===== src/rtl/axis_iir_inv8_v1_0.sv =====
// axis_iir_inv8_v1_0
// Serial 8th-order all-pole IIR on AXI-Stream: y[n] = x[n] - sum(k=1..8) a_k*y[n-k].
// One shared MAC evaluates one tap per cycle; the block accepts one sample every
// 11 cycles and holds its result until the downstream side takes it.
// Optional feature macro: AXIS_IIR_INV8_SAT_EN (saturating narrowing of y; wraps if undefined).
module axis_iir_inv8_v1_0 #(
  parameter int inout_width               = 16,
  parameter int inout_decimal_width       = 15,
  parameter int coefficient_width         = 16,
  parameter int coefficient_decimal_width = 14,
  parameter int acc_width                 = 40
) (
  input  logic                                aclk,
  input  logic                                resetn,
  input  logic [inout_width-1:0]              s_axis_tdata,
  input  logic                                s_axis_tlast,
  input  logic                                s_axis_tvalid,
  output logic                                s_axis_tready,
  output logic [inout_width-1:0]              m_axis_tdata,
  output logic                                m_axis_tlast,
  output logic                                m_axis_tvalid,
  input  logic                                m_axis_tready,
  input  logic signed [coefficient_width-1:0] a1,
  input  logic signed [coefficient_width-1:0] a2,
  input  logic signed [coefficient_width-1:0] a3,
  input  logic signed [coefficient_width-1:0] a4,
  input  logic signed [coefficient_width-1:0] a5,
  input  logic signed [coefficient_width-1:0] a6,
  input  logic signed [coefficient_width-1:0] a7,
  input  logic signed [coefficient_width-1:0] a8
);

  localparam int iw  = inout_width;
  localparam int cw  = coefficient_width;
  localparam int cdw = coefficient_decimal_width;

  typedef enum logic [1:0] {ST_IDLE, ST_MAC, ST_RESULT, ST_OUT} state_e;

  state_e                   state_q, state_d;
  logic signed [acc_width-1:0] acc_q, acc_d;
  logic [3:0]               index_q, index_d;
  // Element k-1 holds a_k / y[n-k].
  logic signed [cw-1:0]     a_sh_q [0:7];
  logic signed [cw-1:0]     a_sh_d [0:7];
  logic signed [iw-1:0]     y_hist_q [0:7];
  logic signed [iw-1:0]     y_hist_d [0:7];
  logic                     last_q, last_d;
  logic [iw-1:0]            m_tdata_q, m_tdata_d;
  logic                     m_tlast_q, m_tlast_d;
  logic                     m_tvalid_q, m_tvalid_d;

  logic [2:0]               tap;
  logic signed [iw+cw-1:0]  prod;
  logic [acc_width-1:0]     prod_ext;
  logic [acc_width-1:0]     x_ext;
  logic [iw-1:0]            y_narrow;

  assign s_axis_tready = (state_q == ST_IDLE);
  assign m_axis_tdata  = m_tdata_q;
  assign m_axis_tlast  = m_tlast_q;
  assign m_axis_tvalid = m_tvalid_q;

  // Datapath: current tap product and the input aligned to the accumulator's binary point.
  always_comb begin
    tap      = index_q[2:0] - 3'd1;  // index 1..8 maps to element 0..7
    prod     = a_sh_q[tap] * y_hist_q[tap];
    prod_ext = {{(acc_width-iw-cw){prod[iw+cw-1]}}, prod};
    x_ext    = {{(acc_width-iw){s_axis_tdata[iw-1]}}, s_axis_tdata} << cdw;
  end

  // Narrow acc >>> cdw (floor) to the output width.
`ifdef AXIS_IIR_INV8_SAT_EN
  always_comb begin
    y_narrow = acc_q[cdw +: iw];
    // Bits above the output sign must all match it, otherwise clamp by the acc sign.
    if (!((&acc_q[acc_width-1:cdw+iw-1]) || !(|acc_q[acc_width-1:cdw+iw-1])))
      y_narrow = acc_q[acc_width-1] ? {1'b1, {(iw-1){1'b0}}} : {1'b0, {(iw-1){1'b1}}};
  end
`else
  always_comb begin
    y_narrow = acc_q[cdw +: iw];
  end
`endif

  // Next-state and datapath control for IDLE -> MAC -> RESULT -> OUT.
  always_comb begin
    // NOTE: every signal gets its hold value first so no path leaves it unassigned (no latches).
    state_d    = state_q;
    acc_d      = acc_q;
    index_d    = index_q;
    a_sh_d     = a_sh_q;
    y_hist_d   = y_hist_q;
    last_d     = last_q;
    m_tdata_d  = m_tdata_q;
    m_tlast_d  = m_tlast_q;
    m_tvalid_d = m_tvalid_q;
    case (state_q)
      ST_IDLE: begin
        if (s_axis_tvalid) begin
          acc_d   = x_ext;
          a_sh_d  = '{a1, a2, a3, a4, a5, a6, a7, a8};
          last_d  = s_axis_tlast;
          index_d = 4'd1;
          state_d = ST_MAC;
        end
      end
      ST_MAC: begin
        acc_d   = acc_q - prod_ext;
        index_d = index_q + 4'd1;
        if (index_q == 4'd8) state_d = ST_RESULT;
      end
      ST_RESULT: begin
        m_tdata_d   = y_narrow;
        m_tlast_d   = last_q;
        m_tvalid_d  = 1'b1;
        y_hist_d[0] = y_narrow;
        for (int k = 1; k < 8; k++) y_hist_d[k] = y_hist_q[k-1];
        state_d     = ST_OUT;
      end
      ST_OUT: begin
        if (m_axis_tready) begin
          m_tvalid_d = 1'b0;
          state_d    = ST_IDLE;
        end
      end
      default: state_d = ST_IDLE;
    endcase
  end

  // State and datapath registers.
  always_ff @(posedge aclk or negedge resetn) begin
    if (!resetn) begin
      // NOTE: the y history is part of the filter state, so it is reset like any other register.
      state_q    <= ST_IDLE;
      acc_q      <= '0;
      index_q    <= '0;
      a_sh_q     <= '{default: '0};
      y_hist_q   <= '{default: '0};
      last_q     <= 1'b0;
      m_tdata_q  <= '0;
      m_tlast_q  <= 1'b0;
      m_tvalid_q <= 1'b0;
    end else begin
      // NOTE: non-blocking assignments so all registers update together from pre-edge values.
      state_q    <= state_d;
      acc_q      <= acc_d;
      index_q    <= index_d;
      a_sh_q     <= a_sh_d;
      y_hist_q   <= y_hist_d;
      last_q     <= last_d;
      m_tdata_q  <= m_tdata_d;
      m_tlast_q  <= m_tlast_d;
      m_tvalid_q <= m_tvalid_d;
    end
  end

endmodule

===== config.mk =====
export PLATFORM = sky130hd
export DESIGN_NAME = axis_iir_inv8_v1_0
export DESIGN_NICKNAME = d
export VERILOG_FILES = /design/src/rtl/axis_iir_inv8_v1_0.sv
export SDC_FILE = /design/constraint.sdc
export NUM_CORES = 1
export LEC_CHECK = 0
export BUFFER_PORTS_ARGS = -buffer_cell sky130_fd_sc_hd__buf_2
export CORE_MARGIN = 2
export CORE_UTILIZATION = 30
export CTS_CLUSTER_SIZE = 25
export DETAILED_ROUTE_END_ITERATION = 8
export GPL_TIMING_DRIVEN = 0
export PLACE_DENSITY = 0.57
export SLEW_MARGIN = 20
export SYNTH_ARGS = -nofsm -noshare
export SYNTH_HDL_FRONTEND = slang
export SYNTH_SLANG_ARGS = --single-unit

===== constraint.sdc =====
create_clock -name aclk -period 12.8 [get_ports aclk]
set_input_delay 2.56 -clock aclk [delete_from_list [all_inputs] [get_ports aclk]]
set_output_delay 2.56 -clock aclk [all_outputs]
set_load 0.05 [all_outputs]

## Yosys cells after proc, flatten, opt, wreduce, memory -nomap -nowiden

Index checks and enable logic that the tools add are counted.

- Equal/unequal tests: 7
- Add/sub/neg operators: 3
- Reduce and logical (&&, ||, !) cells: 7
- Bitwise operators: 1
- Order comparisons: 1
- Mux-type cells: 16
- Multiply operators: 1

Operator list:

| kind | number |
|---|---|
| $bmux 16 s3 | 2 |
| $pmux 40 s2 | 1 |
| $mux 16 | 4 |
| $mux 40 | 1 |
| $sub 40x40->40 | 1 |
| $mul 16x16->32 | 1 |
| $pmux 2 s4 | 1 |
| $pmux 4 s2 | 1 |
| $mux 2 | 3 |
| $ne 2x2->1 const B | 3 |
| $reduce_and 2->1 | 3 |
| $add 4x1->4 const B | 1 |
| $eq 2x2->1 const B | 2 |
| $eq 4x4->1 const B | 1 |
| $ge 4x4->1 const B | 1 |
| $mux 4 | 1 |
| $not 3->4 | 1 |
| $reduce_bool 2->1 | 2 |
| $reduce_and 3->1 | 1 |
| $sub 3x1->3 const B | 1 |
| $eq 2x1->1 const B | 1 |
| $logic_not 2->1 | 1 |
| $pmux 1 s2 | 1 |
| $mux 1 | 1 |

- Flip-flop bits (word level): 305
- Output and inout bits: 19
- Logic and storage cells: 58
- Input bits: 149

## Longest topological paths before layout

Gate-level depths: netlist (run 1).

- Depth in word-level cells: 8
- Mapped depth: 44
- Mapped depth without buffers: 36

## Least setup slack after synthesis (run 1)

OpenSTA, ideal clock, no wires.

- Path kind: flip-flop to flip-flop
- Start: register index_q[0]
- End: register acc_q[29]
- Slack: 2.506 ns
- Cell stages (with the launch flop): 43
- Setup time: 0.073 ns
- Arrival: 10.221 ns
- Buffers on the path: 9
- Required time: 12.727 ns
- Period minus slack after synthesis: 10.294 ns
- Cells stage by stage: dfrtp_1 -> buf_6 -> buf_8 -> buf_2 -> clkbuf_1 -> inv_1 -> ha_1 -> clkbuf_1 -> buf_1 -> clkbuf_1 -> mux4_2 -> mux2i_1 -> clkbuf_1 -> nor2_1 -> fa_1 -> inv_1 -> fa_1 -> fa_1 -> (+7 left out) -> a21oi_1 -> nand2_1 -> a21oi_1 -> o31ai_1 -> a211o_1 -> xnor2_1 -> ha_1 -> clkbuf_1 -> and4_1 -> and2_1 -> o211ai_1 -> a31oi_1 -> o31ai_1 -> a211o_1 -> o21ai_0 -> xnor2_1 -> nand2_1 -> a21oi_2

- Word-level cells in the longest chain between the ends: 8
- Elaborated cells on any way between the ends: 11
- Classes of those cells: add/sub: 2; mul: 1; mux: 7; bitwise: 1

Ends and longest elaborated chain:

| element | RTL line | RTL |
|---|---|---|
| from (decl) | 41 | `logic [3:0] index_q, index_d;` |
| from (signal assigned) | 147 | `index_q <= index_d;` |
| $sub 3x1->3 * | 65 | `tap = index_q[2:0] - 3'd1;` |
| $not 3->4 (implied by the code) * | 66 | `prod = a_sh_q[tap] * y_hist_q[tap];` |
| $bmux 16 s3 | 66 |  |
| $mux 16 (implied by the code) (2 in a row) | 66 |  |
| $mul 16x16->32 * | 66 |  |
| $sub 40x40->40 * | 108 | `acc_d = acc_q - prod_ext;` |
| $pmux 40 s2 * | 97 | `case (state_q)` |
| to (signal assigned) | 135 | `acc_q <= '0;` |
| to (signal assigned) | 146 | `acc_q <= acc_d;` |
| to (decl) | 40 | `logic signed [acc_width-1:0] acc_q, acc_d;` |

Every way passes the cells marked *; elsewhere a longest branch is shown, timed or not. The select of a mux whose other input is x is not followed.
A chain may end at the register's enable or synchronous reset.

## Worst setup path after layout (run 1)

Same ends and word-level chain as after synthesis.

==> results of run 1 <==
-- flip-flops by register name, indices dropped and copies added (netlist names) --
name,flops
last_q,1
acc_q,30
state_q,2
m_axis_tdata,16
a_sh_q,128
m_axis_tlast,1
index_q,4
m_axis_tvalid,1
y_hist_q,112
-- path summary, 6_finish.rpt --
check | start | endpoint | slack, ns | depth (start not counted)
max | index_q[0] | acc_q[29] | 0.68 | 41
min reg2reg | acc_q[10] | acc_q[10] | 0.49 | 2
max in group asynchronous | resetn | m_axis_tdata[10] | 9.57 | 3
min in group asynchronous | resetn | a_sh_q[71] | 2.00 | 1
max reg2reg | index_q[0] | acc_q[29] | 0.68 | 41
min | acc_q[10] | acc_q[10] | 0.49 | 2
-- layout make-up --
type                       instances  share of cell area
antenna                            5            0.000463
multi-input combinational       1373               0.544
clock inverter                    13             0.00621
tap                             1040              0.0482
sequential                       295               0.273
buffer                            87              0.0157
inverter                         323              0.0449
clock buffer                      44              0.0335
timing repair buffer             170              0.0344
-- critical path: cells and delay by family, from the launching register on --
family	cells	cell delay (ns)
XOR/XNOR	2	0.45
adder cells (fa/ha/maj)	9	4.19
AND/OR/NAND/NOR	4	0.47
flip-flops	1	0.37
multiplexers	2	0.98
AO/OA/AOI/OAI	12	2.64
buffers and inverters	12	2.87
-- cells in the mapped netlist, types with 3 or more instances --
cell	number
nor2b_1	9
ha_1	114
fa_1	249
nand2b_1	10
a22o_1	3
nor2_1	154
mux4_2	61
dfrtp_1	295
nand4_1	3
nor3_1	7
a211oi_1	6
o21bai_1	3
a22oi_1	11
nand3_1	6
a21o_1	16
o21a_1	9
nand2_1	172
buf_1	15
xor2_1	28
buf_4	17
and2_1	3
inv_1	322
mux2i_1	25
mux4_1	3
a31oi_1	7
xnor2_1	40
a21oi_1	53
and4_1	3
clkbuf_1	50
o22ai_1	6
o21ai_0	53
mux2_2	283
buf_2	4
-- through the flow --
| step | hold WS [ns] | instance area, um2 | instances |
|---|---|---|---|
| after floorplan | 0.456 | 23700 | 2079 |
| after global placement | 0.470 | 25800 | 3286 |
| after detailed placement | 0.480 | 25900 | 3289 |
| after CTS | 0.494 | 27000 | 3345 |
| after global routing | 0.508 | 27000 | 3350 |
| final | 0.493 | 27000 | 3350 |
-- logic make-up (layout without fill, tap and decap cells) --
kind of cell    after synthesis  count (layout)  synth area share
fa+ha+maj                   363             363             0.271
flops                       295             295             0.312
xor+xnor                     69              69            0.0259
mux                         373             373             0.207
other cells                   0               5                 0
compound gates              192             192            0.0502
simple gates                376             376            0.0647
buf+inv                     411             637            0.0689
-- routing by layer --
metal	wire [um]	global-route usage	vias up
met5	0	0	-
met4	2590	0.0613	0
met3	3240	0.0232	130
met2	34300	0.290	417
met1	27300	0.207	8518
li1	-	-	7231
-- what timing repair did --
action	in CTS	in global routing
gates resized for setup	5	10
gates cloned	0	0
buffers inserted	0	0
endpoints found under the setup margin	5	5
==> results_dict.tcl, run 1 <==
set metrics [dict create \
    hold_buffers 0 \
    hpwl_mm 54.3 \
    die_w_um 285 \
    yosysTopAreaCellShare 0.312 \
    post-route-util 0.348 \
    drcViolationCount 0 \
    setup_viol 0 \
    worstSkewPairLatency_ns 0.60 \
    drive_above_1_share 0.269 \
    layout_setup_ws_ns 0.676 \
    clkSinkCount 295 \
    grt_overflow 0 \
    drtIter0Drc 922 \
    initial_core_util 0.304 \
    synth_warnings 0 \
    cts_buffers 31 \
    hp-class "reg -> reg" \
    layout_commonest_cell "inv_1" \
    syn_nets 2591 \
    viasPerCell 4.86 \
    setup_tns_ns 0 \
    yosysSeqAreaShare 0.312 \
    async_flop_share 1.00 \
    fin_crit_ns 12.12 \
    end_kind "flip-flop" \
    maxCapViolCount 0 \
    tightest_slew_ns 1.11 \
    outcome "completed" \
    rsz0062_at_grt "false" \
    nNetsFinal 2793 \
    required_ns 13.32 \
    min_period_over_period 0.947 \
    cp-start-kind "flip-flop" \
    ys_seq_elements 295 \
    layout.area.seq_um2 7380 \
    io_buffers 167 \
    yosys-top-cells-area "dfrtp_1 31%, fa_1 21%, mux2_2 13%" \
    htree_levels 1 \
    syn-cell-area_um2 23700 \
    area_growth_pct 14.2 \
    post_drt_wl_per_cell_um 20.1 \
    relSlewSlack 0.236 \
    rows 102 \
    pre_cts_slack_ns -0.349 \
    critPathArrivalTime_ns 12.65 \
    slew_violations 0 \
    final_cell_mix "322 x inv_1, 295 x dfrtp_1, 283 x mux2_2" \
    antenna_found_initial 5 \
    fin_skew_ns 0.0168 \
    die_h_um 285 \
    grt_max_degree 94 \
    synthCells 2079 \
    crit_path_frequent_cell "fa_1" \
    tritoncts "done" \
    dieArea_um2 81100 \
    dr_total_vias 16300 \
    gp_congestion 0.933 \
    path_max_fanout 11 \
    finalHoldViolCount 0 \
    synth-edff-count 0 \
    max_freq_ghz 0.0825 \
    grt_pass1_vias 17300 \
    grt_use_total 0.165 \
    ant_nets 0 \
    grt_pass1_wl_mm 103 \
    slowest_stage "mux2i_1" \
    post-synth-top-area-cell "dfrtp_1" \
    ys.flop_type "dfrtp_1" \
    wirelength_mm 67.4 \
    clk_pin_slew_worst_paths_ns 0.06 \
    num-fill-cells 7697 \
    syn_area_per_cell_um2 11.4 \
    crit_type "reg -> reg" \
    drt-pass1-iter-count 5 \
    cts-root-buf "clkbuf_16" \
    slowest_delay_ns 0.60 \
    core_um2 77700 \
    synthDistinctLibCells 62 \
    multi_input_area_um2 14700 \
    num_io_pins 168 \
    cts.path.max_buffers 3 \
]
Power of run 1 is not shown: default switching activity piles up to over one toggle a cycle in this logic, so the estimate is an artifact.
==> run 2: changes to the inputs <==
Settings changed: CORE_UTILIZATION 30 to 45, PLACE_DENSITY 0.57 to 0.74, SETUP_SLACK_MARGIN set to 0.2.
==> run 2 against run 1 <==
  * First-iteration DRC count increased by 5.1%
  * Final cell count decreased by 11%
  * Global-route usage increased by 6.9 points
  * Routed wire length decreased by 6.8%
  * Clock skew decreased by 0.0049 ns
  * Sequential cell count unchanged
  * Setup slack improved by 0.13 ns
  * Non-clock buffer count increased by 1
  * Register-to-register slack improved by 0.13 ns
  * Design area decreased by 2.1%
  * Fmax increased by 1.1%
  * Sequential share of layout area increased by 0.59 points
==> results_dict.tcl, run 2 (synthesis results as in run 1) <==
set metrics [dict create \
    gp_congestion 0.912 \
    cp-start-kind "flip-flop" \
    crit_type "reg -> reg" \
    drt-pass1-iter-count 5 \
    num-fill-cells 4492 \
    outcome "completed" \
    critPathArrivalTime_ns 12.49 \
    rrSetupSlack_ns 0.80 \
    layout_commonest_cell "inv_1" \
    end_kind "flip-flop" \
    r2r_start "index_q[0]" \
    tightest_slew_ns 1.20 \
    finalHoldViolCount 0 \
    grt_pass1_vias 17800 \
    nNetsFinal 2792 \
    pre_cts_slack_ns -0.455 \
    num_io_pins 168 \
    die_h_um 233 \
    hold_buffers 0 \
    setup_viol 0 \
    final_cell_mix "322 x inv_1, 295 x dfrtp_1, 283 x mux2_2" \
    io_buffers 167 \
    post-route-util 0.506 \
    layout_setup_ws_ns 0.803 \
    min_to "acc_q[5]" \
    drtIter0Drc 969 \
    path_max_fanout 10 \
    dieArea_um2 54400 \
    cts.path.max_buffers 3 \
    area_growth_pct 11.8 \
    cts-root-buf "clkbuf_16" \
    grt_overflow 0 \
    relSlewSlack 0.180 \
    grt_use_total 0.234 \
    rsz0062_at_grt "false" \
    regToRegEndpoint "acc_q[29]" \
    viasPerCell 5.52 \
    dr_total_vias 16500 \
    clkSinkCount 295 \
    largestRegisters "a_sh_q (128), y_hist_q (112), acc_q (30)" \
    initial_core_util 0.453 \
    hp-class "reg -> reg" \
    ant_nets 0 \
    fin_skew_ns 0.0119 \
    slowest_delay_ns 0.87 \
    min_period_over_period 0.937 \
    rows 84 \
    grt_max_degree 96 \
    htree_levels 1 \
    worstSkewPairLatency_ns 0.57 \
    clk_pin_slew_worst_paths_ns 0.06 \
    antenna_found_initial 3 \
    cts_buffers 29 \
    max_freq_ghz 0.0834 \
    drive_above_1_share 0.267 \
    post-cts-setup-buffers 0 \
    die_w_um 233 \
    drcViolationCount 0 \
    hpwl_mm 50.4 \
    min-delay-start "acc_q[5]" \
    reg2reg_depth 40 \
    fin_crit_ns 12.00 \
    maxCapViolCount 0 \
    grt_pass1_wl_mm 97.6 \
    post_drt_wl_per_cell_um 21.0 \
    slowest_stage "mux2i_1" \
    slew_violations 0 \
    required_ns 13.29 \
    tritoncts "done" \
    core_um2 52200 \
    largest_reg_flops 128 \
    wirelength_mm 62.8 \
    whs_path_depth 2 \
    regMostFlops "a_sh_q" \
    crit_path_frequent_cell "fa_1" \
]
run 2: what timing repair did:
item                                    4_1_cts  5_1_grt
endpoints found under the setup margin        8        5
endpoints found under the hold margin         0        0
cloned                                        0        0
gates resized for setup                      10       13
run 2: metrics by stage:
stage          setup TNS [ns]  hold WS (ns)  cell area (um2)  std cells
2_1_floorplan               0         0.456            23700       2079
4_1_cts                     0         0.494            26400       2989
3_5_place_dp            -1.32         0.479            25400       2937
6_report                    0         0.488            26400       2992
3_3_place_gp           -0.585         0.469            25400       2934
5_1_grt                     0         0.514            26400       2992
run 2: final cells by class:
cell class                      count  area (um2)  area share
Antenna cell                        3        7.51    0.000284
Buffer                             88         439      0.0166
Clock buffer                       42         845      0.0319
Clock inverter                     10        90.1     0.00341
Inverter                          323        1210      0.0458
Multi-Input combinational cell   1373       14700       0.555
Sequential cell                   295        7380       0.279
Tap cell                          688         861      0.0325
Timing Repair Buffer              170         928      0.0351
run 2: layer usage:
| metal | GRT usage | wire length [um] | vias to the layer above | share of wire |
|---|---|---|---|---|
| met3 | 0.0377 | 3840 | 140 | 0.061 |
| li1 | - | - | 7211 | - |
| met4 | 0.0908 | 2470 | 0 | 0.039 |
| met5 | 0 | 0 | - | 0 |
| met2 | 0.396 | 31300 | 519 | 0.50 |
| met1 | 0.303 | 25200 | 8645 | 0.40 |
run 2: critical path: cells and delay by family (launching register included):
family                   cells  cell delay [ns]
AO/OA/AOI/OAI               12             2.72
AND/OR/NAND/NOR              4             0.55
flip-flops                   1             0.37
XOR/XNOR                     3             0.96
multiplexers                 1             0.87
buffers and inverters       11             2.61
adder cells (fa/ha/maj)      9             3.80
run 2: how the worst max path moves through the flow:
stage	from	end	slack, ns
finish	index_q[0]	acc_q[29]	0.80
global route	index_q[0]	acc_q[29]	0.29
CTS	index_q[0]	acc_q[29]	0.39
detailed placement	index_q[0]	acc_q[29]	-0.46
global placement	index_q[0]	acc_q[29]	-0.30
floorplan	index_q[0]	acc_q[29]	2.51
Power of run 2 is left out for the same reason.
